### config.mk
export PLATFORM = sky130hd
export DESIGN_NAME = warp_scoreboard
export DESIGN_NICKNAME = d
export VERILOG_FILES = /design/src/rtl/warp_scoreboard_pkg.sv /design/src/rtl/scoreboard_warp_table.sv /design/src/rtl/warp_scoreboard.sv
export SDC_FILE = /design/constraint.sdc
export NUM_CORES = 1
export LEC_CHECK = 0
export ABC_AREA = 1
export BUFFER_PORTS_ARGS = -buffer_cell sky130_fd_sc_hd__buf_2
export CAP_MARGIN = 20
export CORE_MARGIN = 4
export CORE_UTILIZATION = 25
export DETAILED_ROUTE_END_ITERATION = 12
export PLACE_DENSITY = 0.37
export SLEW_MARGIN = 20
export SYNTH_ARGS = -nofsm -noshare
export SYNTH_HDL_FRONTEND = slang
export SYNTH_SLANG_ARGS = --single-unit
### constraint.sdc
create_clock -name clk -period 3.8 [get_ports clk]
set_input_delay 0.38 -clock clk [delete_from_list [all_inputs] [get_ports clk]]
set_output_delay 0.38 -clock clk [all_outputs]
set_load 0.02 [all_outputs]
### src/rtl/warp_scoreboard_pkg.sv
// Shared sizes, packet field layout and register-field types for the warp scoreboard.
package warp_scoreboard_pkg;

    localparam int NUM_WARP     = 4;
    localparam int NUM_WARP_LOG = 2;
    localparam int SIZE_REGFILE = 5;
    localparam int NUM_SLOT     = 4;
    localparam int NUM_SLOT_LOG = 2;
    localparam int NUM_SRC      = 3;

    // One register field is {valid, index}; sources are packed low-to-high in the decoded bus.
    localparam int REG_FIELD_W  = SIZE_REGFILE + 1;
    localparam int SRC_BUS_W    = NUM_SRC * REG_FIELD_W;
    localparam int PCOUNT_W     = NUM_SLOT_LOG + 1;

    typedef struct packed {
        logic                    valid;
        logic [SIZE_REGFILE-1:0] idx;
    } reg_field_t;

    typedef struct packed {
        logic                     valid;
        reg_field_t               dst;
        reg_field_t [NUM_SRC-1:0] src;
    } operand_entry_t;

    // Bit offset of source operand k within a decodedSrc bus.
    function automatic int src_offset(input int k);
        return k * REG_FIELD_W;
    endfunction

    // A register field collides with a pending slot only when both are valid.
    function automatic logic reg_match(input reg_field_t f, input logic slot_valid,
                                       input logic [SIZE_REGFILE-1:0] slot_reg);
        return f.valid && slot_valid && (f.idx == slot_reg);
    endfunction

endpackage

### src/rtl/scoreboard_warp_table.sv
// Pending-destination slots of one warp: allocation, writeback clear, occupancy and hazard compare.
module scoreboard_warp_table
    import warp_scoreboard_pkg::*;
(
    input  logic                    clk,
    input  logic                    reset,
    input  logic                    alloc_valid,
    input  logic [SIZE_REGFILE-1:0] alloc_reg,
    input  logic                    wb_valid,
    input  logic [SIZE_REGFILE-1:0] wb_reg,
    input  operand_entry_t          entry0,
    input  operand_entry_t          entry1,
    output logic                    hazard0,
    output logic                    hazard1,
    output logic [PCOUNT_W-1:0]     pending_count
);

    logic [NUM_SLOT-1:0]     slot_valid;
    logic [SIZE_REGFILE-1:0] slot_reg [NUM_SLOT];
    logic [NUM_SLOT-1:0]     alloc_sel;
    logic [NUM_SLOT-1:0]     wb_clear;
    logic                    slots_full;
    logic                    slot_hit0;
    logic                    slot_hit1;
    logic                    intra_dep;

    // Lowest-index free slot, chosen from the occupancy at the start of the cycle.
    always_comb begin
        logic found;
        alloc_sel = '0;
        found     = 1'b0;
        for (int i = 0; i < NUM_SLOT; i++) begin
            if (!slot_valid[i] && !found) begin
                alloc_sel[i] = 1'b1;
                found        = 1'b1;
            end
        end
    end

    // Every valid slot holding the written-back register is released.
    always_comb begin
        wb_clear = '0;
        for (int i = 0; i < NUM_SLOT; i++) begin
            wb_clear[i] = wb_valid && slot_valid[i] && (slot_reg[i] == wb_reg);
        end
    end

    // Slot state; an allocated slot was free, so it can never also be a writeback target.
    always_ff @(posedge clk) begin
        if (reset) begin
            slot_valid <= '0;
            for (int i = 0; i < NUM_SLOT; i++) begin
                slot_reg[i] <= '0;
            end
        end else begin
            for (int i = 0; i < NUM_SLOT; i++) begin
                if (alloc_valid && alloc_sel[i]) begin
                    slot_valid[i] <= 1'b1;
                    slot_reg[i]   <= alloc_reg;
                end else if (wb_clear[i]) begin
                    slot_valid[i] <= 1'b0;
                end
            end
        end
    end

    // Occupancy count of this warp.
    always_comb begin
        pending_count = '0;
        for (int i = 0; i < NUM_SLOT; i++) begin
            pending_count = pending_count + PCOUNT_W'(slot_valid[i]);
        end
    end

    // RAW/WAW compare of both buffer entries against the pending slots.
    always_comb begin
        slot_hit0 = 1'b0;
        slot_hit1 = 1'b0;
        for (int s = 0; s < NUM_SLOT; s++) begin
            for (int k = 0; k < NUM_SRC; k++) begin
                slot_hit0 = slot_hit0 | reg_match(entry0.src[k], slot_valid[s], slot_reg[s]);
                slot_hit1 = slot_hit1 | reg_match(entry1.src[k], slot_valid[s], slot_reg[s]);
            end
            slot_hit0 = slot_hit0 | reg_match(entry0.dst, slot_valid[s], slot_reg[s]);
            slot_hit1 = slot_hit1 | reg_match(entry1.dst, slot_valid[s], slot_reg[s]);
        end
    end

    // Entry 1 must wait behind entry 0 when it reads or rewrites entry 0's destination.
    always_comb begin
        intra_dep = 1'b0;
        if (entry0.valid && entry0.dst.valid && entry1.valid) begin
            for (int k = 0; k < NUM_SRC; k++) begin
                intra_dep = intra_dep | reg_match(entry1.src[k], 1'b1, entry0.dst.idx);
            end
            intra_dep = intra_dep | reg_match(entry1.dst, 1'b1, entry0.dst.idx);
        end
    end

    // Final hazard bits; a full table blocks anything that would need a new slot.
    always_comb begin
        slots_full = &slot_valid;
        hazard0    = entry0.valid && (slot_hit0 || (entry0.dst.valid && slots_full));
        hazard1    = (entry1.valid && (slot_hit1 || (entry1.dst.valid && slots_full))) || intra_dep;
    end

endmodule

### src/rtl/warp_scoreboard.sv
// Per-warp register scoreboard: captures decoded operand fields, tracks issued destinations, flags hazards.
module warp_scoreboard
    import warp_scoreboard_pkg::*;
(
    input  logic                           clk,
    input  logic                           reset,
    input  logic [NUM_WARP_LOG-1:0]        decodedWarp_i,
    input  logic [1:0]                     decodedValid_i,
    input  logic [SRC_BUS_W-1:0]           decodedSrc0_i,
    input  logic [SRC_BUS_W-1:0]           decodedSrc1_i,
    input  logic [REG_FIELD_W-1:0]         decodedDst0_i,
    input  logic [REG_FIELD_W-1:0]         decodedDst1_i,
    input  logic                           issueValid_i,
    input  logic [NUM_WARP_LOG-1:0]        issueWarp_i,
    input  logic                           issueEntry_i,
    input  logic                           wbValid_i,
    input  logic [NUM_WARP_LOG-1:0]        wbWarp_i,
    input  logic [SIZE_REGFILE-1:0]        wbReg_i,
    input  logic                           flush_i,
    input  logic [NUM_WARP_LOG-1:0]        flushWarp_i,
    input  logic                           stall_i,
    output logic [NUM_WARP-1:0]            hazardVector0_o,
    output logic [NUM_WARP-1:0]            hazardVector1_o,
    output logic [NUM_WARP*PCOUNT_W-1:0]   pendingCount_o,
    output logic                           sbIdle_o
);

    operand_entry_t                 entry_q [NUM_WARP][2];
    operand_entry_t                 dec_entry [2];
    logic                           flush_dec;
    logic                           flush_iss;
    logic                           issue_fire;
    logic                           issued_valid;
    reg_field_t                     issued_dst;
    logic [NUM_WARP-1:0]            alloc_valid;
    logic [NUM_WARP-1:0]            wb_hit;

    // Unpack the decoded buses into operand entries.
    always_comb begin
        dec_entry[0]       = '0;
        dec_entry[1]       = '0;
        dec_entry[0].valid = 1'b1;
        dec_entry[1].valid = 1'b1;
        dec_entry[0].dst   = reg_field_t'(decodedDst0_i);
        dec_entry[1].dst   = reg_field_t'(decodedDst1_i);
        for (int k = 0; k < NUM_SRC; k++) begin
            dec_entry[0].src[k] = reg_field_t'(decodedSrc0_i[src_offset(k) +: REG_FIELD_W]);
            dec_entry[1].src[k] = reg_field_t'(decodedSrc1_i[src_offset(k) +: REG_FIELD_W]);
        end
    end

    // A flush of a warp overrides decode and issue aimed at that same warp.
    always_comb begin
        flush_dec    = flush_i && (flushWarp_i == decodedWarp_i);
        flush_iss    = flush_i && (flushWarp_i == issueWarp_i);
        issue_fire   = !stall_i && issueValid_i && !flush_iss;
        issued_valid = entry_q[issueWarp_i][issueEntry_i].valid;
        issued_dst   = entry_q[issueWarp_i][issueEntry_i].dst;
    end

    // Operand entries: issue and flush invalidate, a new packet overwrites; all frozen while stalled.
    always_ff @(posedge clk) begin
        if (reset) begin
            for (int w = 0; w < NUM_WARP; w++) begin
                entry_q[w][0] <= '0;
                entry_q[w][1] <= '0;
            end
        end else if (!stall_i) begin
            for (int w = 0; w < NUM_WARP; w++) begin
                for (int e = 0; e < 2; e++) begin
                    if (issue_fire && (issueWarp_i == NUM_WARP_LOG'(w)) && (issueEntry_i == 1'(e))) begin
                        entry_q[w][e].valid <= 1'b0;
                    end
                    if (flush_i && (flushWarp_i == NUM_WARP_LOG'(w))) begin
                        entry_q[w][e].valid <= 1'b0;
                    end
                    if (decodedValid_i[e] && !flush_dec && (decodedWarp_i == NUM_WARP_LOG'(w))) begin
                        entry_q[w][e] <= dec_entry[e];
                    end
                end
            end
        end
    end

    // Per-warp slot requests: allocate on issue of a valid entry with a destination; writeback is never stalled.
    always_comb begin
        alloc_valid = '0;
        wb_hit      = '0;
        for (int w = 0; w < NUM_WARP; w++) begin
            alloc_valid[w] = issue_fire && (issueWarp_i == NUM_WARP_LOG'(w)) && issued_valid && issued_dst.valid;
            wb_hit[w]      = wbValid_i && (wbWarp_i == NUM_WARP_LOG'(w));
        end
    end

    genvar gw;
    generate
        for (gw = 0; gw < NUM_WARP; gw++) begin : g_warp
            scoreboard_warp_table u_table (
                .clk           (clk),
                .reset         (reset),
                .alloc_valid   (alloc_valid[gw]),
                .alloc_reg     (issued_dst.idx),
                .wb_valid      (wb_hit[gw]),
                .wb_reg        (wbReg_i),
                .entry0        (entry_q[gw][0]),
                .entry1        (entry_q[gw][1]),
                .hazard0       (hazardVector0_o[gw]),
                .hazard1       (hazardVector1_o[gw]),
                .pending_count (pendingCount_o[gw*PCOUNT_W +: PCOUNT_W])
            );
        end
    endgenerate

    // Idle when no warp has anything in flight.
    always_comb begin
        sbIdle_o = (pendingCount_o == '0);
    end

endmodule

==> impl_metrics.env, run 1 <==
export IMPL_drt_pass1_iter_count=7
export IMPL_power_total_w=0.00989
export IMPL_layout_nets=4096
export IMPL_grt_pass1_wl_um=194000
export IMPL_cp_cell_sequence="clkinv_1 -> nand2_1 -> nand2_1 -> nor3_1 -> nand3_1 -> nand2_1 -> nor2_1 -> nand3_1 -> nor2_1 -> nor2_1 -> buf_2"
export IMPL_antenna_found_initial=8
export IMPL_critPathKind="register to primary output"
export IMPL_post_cts_resize_count=0
export IMPL_insertion_delay_ps=570
export IMPL_status="finished, final reports clean"
export IMPL_postSynthNetCount=4042
export IMPL_fin_skew_ps=33.7
export IMPL_final_cell_mix="1325 x nand2_1, 814 x nor2_1, 393 x inv_1, 279 x edfxtp_1"
export IMPL_clock_path_buffers=3
export IMPL_placeableCoreArea_um2=96700
export IMPL_dr_first_iter_drc_count=3122
export IMPL_finalSetupViolations=0
export IMPL_grt_max_degree=33
export IMPL_wirelength_um=138000
export IMPL_viasPerCell=5.09
export IMPL_rsz0062_at_grt="false"
export IMPL_path_delay_family="simple AND/OR/NAND/NOR gates"
export IMPL_place_congestion=0.948
export IMPL_whs_ps=255
export IMPL_cts_tree="done"
export IMPL_tns_ps=0
export IMPL_ir_drop_v=0.000300
export IMPL_dr_wl_met3_um=12600
export IMPL_crit_arrival_ps=3040
export IMPL_largest_register_ffs=200
export IMPL_max_stage_delay_ps=690
export IMPL_crit_path_top_delay_cell="edfxtp_1"
export IMPL_track_usage_pct=26.1
export IMPL_maxUsedRoutingLayer="met5"
export IMPL_ctsHoldBuffers=0
export IMPL_crit_path_start_kind="register"
export IMPL_root_buffer="clkbuf_16"
export IMPL_fp_row_count=114
export IMPL_grt_pass1_vias=25700
export IMPL_final_common_cell="nand2_1"
export IMPL_drv_cap=0
export IMPL_synthDistinctLibCells=37
export IMPL_dieArea_um2=103000
export IMPL_synth_area_um2=24400
export IMPL_max_freq_ghz=0.292
export IMPL_drcViolationCount=0
export IMPL_wl_per_cell_um=26.1
export IMPL_worst_pin_slew_ps=1010
export IMPL_dp_hpwl_um=105000
export IMPL_area_growth_pct=13.9
export IMPL_cp_required_ps=3420
export IMPL_hp_class="primary input to register"
export IMPL_drive_gt1_share_pct=6.92
export IMPL_synth_warnings=0
export IMPL_endpoint_kind="primary output"
export IMPL_cp_max_fo=10
export IMPL_relSlewSlack_pct=32.3
export IMPL_period_share_pct=90.1
export IMPL_dp_cells=5242
export IMPL_dr_wl_met2_um=60000
export IMPL_ys_ff_latch=296
export IMPL_cts_num_sinks=296
export IMPL_start_util_pct=25.2
export IMPL_vias=27000
export IMPL_die_y_um=320
export IMPL_syn_avg_cell_area_um2=6.18
export IMPL_drtAntennaViolNets=0
export IMPL_final_hold_viol_count=0
export IMPL_leakagePower_nw=13.3
export IMPL_stdcell_count=5309
export IMPL_gr_total_overflow=0
export IMPL_ios=91
export IMPL_wl_met1_um=60500
export IMPL_cts_clk_slew_worst_paths_ps=60
export IMPL_die_w_um=320
export IMPL_htreeDepth=2
export IMPL_seq_area_frac_synth_pct=35.7
export IMPL_period_needed_ps=3420
export IMPL_report_final_slew_viol_count=0
export IMPL_port_buffers=90
export IMPL_timing_critical_path_buf_inv=2
export IMPL_postCtsSetupRepairBufs=0
export IMPL_power_density_nw_per_um2=356
export IMPL_syn_inst=3950
export IMPL_cts_buffers=36
==> power breakdown <==
part	internal (W)	switching (W)	leakage, nW	total [W]
registers	0.00381	0.000480	2.89	0.00429
clock network	0.00212	0.00149	0.588	0.00361
logic	0.000552	0.00143	9.79	0.00199
total	0.00649	0.00340	13.3	0.00989
==> final timing paths <==
kind,end,slack [ps],cells after the start,from
setup / recovery,hazardVector0_o[0],380,11,g_warp[0].u_table.slot_reg[1][1]$_SDFFCE_PN0P_
hold / removal,entry_q[0][49]$_SDFFE_PP0P_,250,3,decodedValid_i[0]
setup reg to reg,g_warp[3].u_table.slot_reg[1][3]$_SDFFCE_PN0P_,880,6,entry_q[1][48]$_DFFE_PP_
hold reg to reg,g_warp[2].u_table.slot_valid[1]$_SDFFE_PP0P_,570,4,g_warp[2].u_table.slot_valid[1]$_SDFFE_PP0P_
==> per-stage QoR <==
step | setup slack [ps] | utilization [%] | area, µm²
floorplan | 713 | - | 24400
global placement | 786 | 27.5 | 26600
detailed placement | 809 | 27.5 | 26600
CTS | 400 | 28.7 | 27800
global route | 223 | 28.7 | 27800
finish | 377 | 28.8 | 27800
==> logic make-up (layout without fill, tap and decap cells) <==
group	count (synthesis)	count (layout)	synth area share (%)
flops	296	296	35.7
compound gates	399	399	9.15
fa+ha+maj	22	22	1.25
other cells	0	2	0
xor+xnor	69	69	2.48
buf+inv	633	714	10.0
simple gates	2531	2531	41.4
==> area by class of cell <==
cell class	count	area, µm²
antenna	2	5.00
clock buffer	46	948
clock inverter	19	249
fill	11000	68900
inverter	436	1640
multi-input combinational	3021	13300
sequential	296	8720
tap	1276	1600
timing repair buffer	213	1370
==> routing by layer <==
metal,global-route usage (%),vias up
met4,8.98,4
met5,0,-
li1,-,12700
met2,40.2,1258
met3,6.39,248
met1,35.8,12800
==> worst min-delay path, cell delays in order <==
cell and delay, ps:
buf_2 160, nand3_1 150, a21oi_1 80
==> cells in the mapped netlist <==
master     number  share of area [%]
nand3_2         3               0.12
a21oi_1        36               0.74
clkinv_1       42               0.65
nand4_1        55                1.4
xnor2_1        16               0.57
o21bai_1        2              0.062
dfxtp_1        17                1.4
a221oi_1        3               0.11
o21ai_1         3              0.062
or4_1           1              0.031
o21ai_0       214                4.4
buf_1           3              0.046
nor2_2          1              0.026
nor3_1        110                2.3
buf_6           3               0.14
buf_2          13               0.27
clkbuf_1      169                2.6
nand2_1      1325                 20
inv_1         394                6.1
fa_1            4               0.33
nand2_2         2              0.051
o2111ai_1       6               0.22
o22ai_1       113                2.9
nor4_1          2              0.051
ha_1           18               0.92
nand3_1       214                4.4
o31ai_1         4               0.12
nand3b_1        3              0.092
edfxtp_1      279                 34
a211oi_1        3              0.092
o211ai_1       11               0.34
xor2_1         53                1.9
nor3_2          1              0.041
a22oi_1         3              0.092
o41ai_1         1              0.036
nor2_1        814                 13
buf_4           9               0.28
Power figures use the tool's default switching activity.
==> inputs of run 2 (changes only) <==
--- a/config.mk
+++ b/config.mk
@@ -12,6 +12,7 @@
 export CORE_UTILIZATION = 25
 export DETAILED_ROUTE_END_ITERATION = 12
 export PLACE_DENSITY = 0.37
+export RECOVER_POWER = 100
 export SLEW_MARGIN = 20
 export SYNTH_ARGS = -nofsm -noshare
 export SYNTH_HDL_FRONTEND = slang
==> impl_metrics.env, run 2 (synthesis gave the netlist of run 1 again) <==
export IMPL_r2r_end="g_warp[3].u_table.slot_reg[1][4]$_SDFFCE_PN0P_"
export IMPL_area_growth_pct=13.6
export IMPL_htreeDepth=2
export IMPL_fill_cells=11000
export IMPL_cts_num_sinks=296
export IMPL_placeableCoreArea_um2=96700
export IMPL_p_sw_share_pct=34.4
export IMPL_largest_register_ffs=200
export IMPL_rsz0062_at_grt="false"
export IMPL_track_usage_pct=26.1
export IMPL_worst_pin_slew_ps=1170
export IMPL_max_stage_delay_ps=740
export IMPL_final_hold_viol_count=0
export IMPL_report_final_slew_viol_count=0
export IMPL_cp_required_ps=3990
export IMPL_cts_clk_slew_worst_paths_ps=60
export IMPL_die_w_um=320
export IMPL_placed_area_um2=26600
export IMPL_dp_hpwl_um=105000
export IMPL_drt_pass1_iter_count=6
export IMPL_max_freq_ghz=0.287
export IMPL_gr_total_overflow=0
export IMPL_grt_pass1_wl_um=194000
export IMPL_seqPwrFrac_pct=43.4
export IMPL_start_util_pct=25.2
export IMPL_grt_pass1_vias=25700
export IMPL_place_congestion=0.948
export IMPL_wl_per_cell_um=26.1
export IMPL_postCtsSetupRepairBufs=0
export IMPL_drtAntennaViolNets=0
export IMPL_rrSetupSlack_ps=850
export IMPL_period_share_pct=91.7
export IMPL_cts_buffers=36
export IMPL_ctsHoldBuffers=0
export IMPL_antenna_found_initial=7
export IMPL_fin_area_um2=27700
export IMPL_dr_first_iter_drc_count=3099
export IMPL_hp_class="primary input to register"
export IMPL_cp_max_fo=27
export IMPL_stdcell_count=5309
export IMPL_crit_path_top_delay_cell="clkbuf_1"
export IMPL_relSlewSlack_pct=22.0
export IMPL_dieArea_um2=103000
export IMPL_post_cts_resize_count=0
export IMPL_internal_power_w=0.00648
export IMPL_period_needed_ps=3480
export IMPL_cp_cell_sequence="clkbuf_1 -> clkbuf_1 -> inv_1 -> clkbuf_1 -> nand2_1 -> buf_2"
export IMPL_final_common_cell="nand2_1"
export IMPL_multi_input_area_um2=13300
export IMPL_seq_area_um2=8720
export IMPL_reg2reg_depth=6
export IMPL_critPathKind="primary input to register"
export IMPL_ir_drop_v=0.000300
export IMPL_crit_path_start_kind="primary input"
export IMPL_critPathMostFrequentCell="clkbuf_1"
export IMPL_endpoint_kind="register"
export IMPL_insertion_delay_ps=570
export IMPL_crit_arrival_ps=3670
export IMPL_dp_cells=5242
export IMPL_vias=27000
export IMPL_crit_start="reset"
export IMPL_ios=91
export IMPL_leakagePower_nw=13.1
export IMPL_final_cell_mix="1326 x nand2_1, 814 x nor2_1, 394 x inv_1, 279 x edfxtp_1, 217 x nand3_1"
export IMPL_drcViolationCount=0
export IMPL_critPathCapture="entry_q[1][3]$_DFFE_PP_"
export IMPL_fp_row_count=114
export IMPL_power_frac_comb_pct=20.0
export IMPL_cts_tree="done"
export IMPL_clock_path_buffers=3
export IMPL_fin_skew_ps=32.9
export IMPL_drv_cap=0
export IMPL_drive_gt1_share_pct=6.15
export IMPL_port_buffers=90
export IMPL_die_y_um=320
export IMPL_root_buffer="clkbuf_16"
export IMPL_viasPerCell=5.09
export IMPL_tns_ps=0
export IMPL_r2r_start="entry_q[1][48]$_DFFE_PP_"
export IMPL_status="finished, final reports clean"
export IMPL_p_switching_w=0.00340
export IMPL_finalSetupViolations=0
export IMPL_p_clk_share_pct=36.5
export IMPL_layout_nets=4096
export IMPL_grt_max_degree=33
export IMPL_power_density_nw_per_um2=356
export IMPL_wirelength_um=139000
[run 2: cell type report]
cell class | count | share of cell area, %
Sequential cell | 296 | 31.5
Clock buffer | 46 | 3.42
Antenna cell | 2 | 0.0181
Multi-Input combinational cell | 3021 | 47.8
Inverter | 436 | 5.90
Timing Repair Buffer | 213 | 4.70
Clock inverter | 19 | 0.898
Tap cell | 1276 | 5.76
[run 2: metrics by stage]
stage	util (%)	worst slack (ps)	hold slack, ps	power (W)
after floorplan	-	713	476	0.00526
after global placement	27.5	786	556	0.00632
after detailed placement	27.5	809	554	0.00629
after CTS	28.7	400	216	0.00992
after global routing	28.7	117	251	0.0103
final	28.7	316	258	0.00988
[run 2: critical path, delay by kind of cell]
family,cells,cell delay (ps)
buf+inv,5,3080
simple gates,1,140
[run 2: worst min path at each step]
stage | cells past startpoint | startpoint | slack (ps) | to
floorplan | 2 | entry_q[0][49]$_SDFFE_PP0P_ | 480 | entry_q[0][49]$_SDFFE_PP0P_
global placement | 4 | g_warp[2].u_table.slot_valid[1]$_SDFFE_PP0P_ | 560 | g_warp[2].u_table.slot_valid[1]$_SDFFE_PP0P_
detailed placement | 4 | g_warp[2].u_table.slot_valid[1]$_SDFFE_PP0P_ | 550 | g_warp[2].u_table.slot_valid[1]$_SDFFE_PP0P_
CTS | 3 | decodedDst1_i[4] | 220 | entry_q[0][22]$_DFFE_PP_
global route | 3 | decodedDst0_i[1] | 250 | entry_q[1][44]$_DFFE_PP_
finish | 3 | decodedValid_i[0] | 260 | entry_q[0][49]$_SDFFE_PP0P_
[run 2: per-layer routing]
metal | share of wire (%) | routed length [µm] | track usage, % | vias up
li1 | - | - | - | 12700
met1 | 43 | 60200 | 35.8 | 12800
met2 | 44 | 60300 | 40.2 | 1292
met3 | 9.3 | 12800 | 6.39 | 256
met4 | 3.7 | 5170 | 8.98 | 4
met5 | 0.012 | 17 | 0 | -
[run 2: power groups by stage]
| stage | Sequential (W) | Combinational (W) | Clock [W] |
|---|---|---|---|
| floorplan | 0.00403 | 0.00124 | 0 |
| global placement | 0.00436 | 0.00196 | 0 |
| detailed placement | 0.00435 | 0.00194 | 0 |
| CTS | 0.00429 | 0.00195 | 0.00369 |
| global route | 0.00430 | 0.00217 | 0.00384 |
| finish | 0.00429 | 0.00198 | 0.00361 |
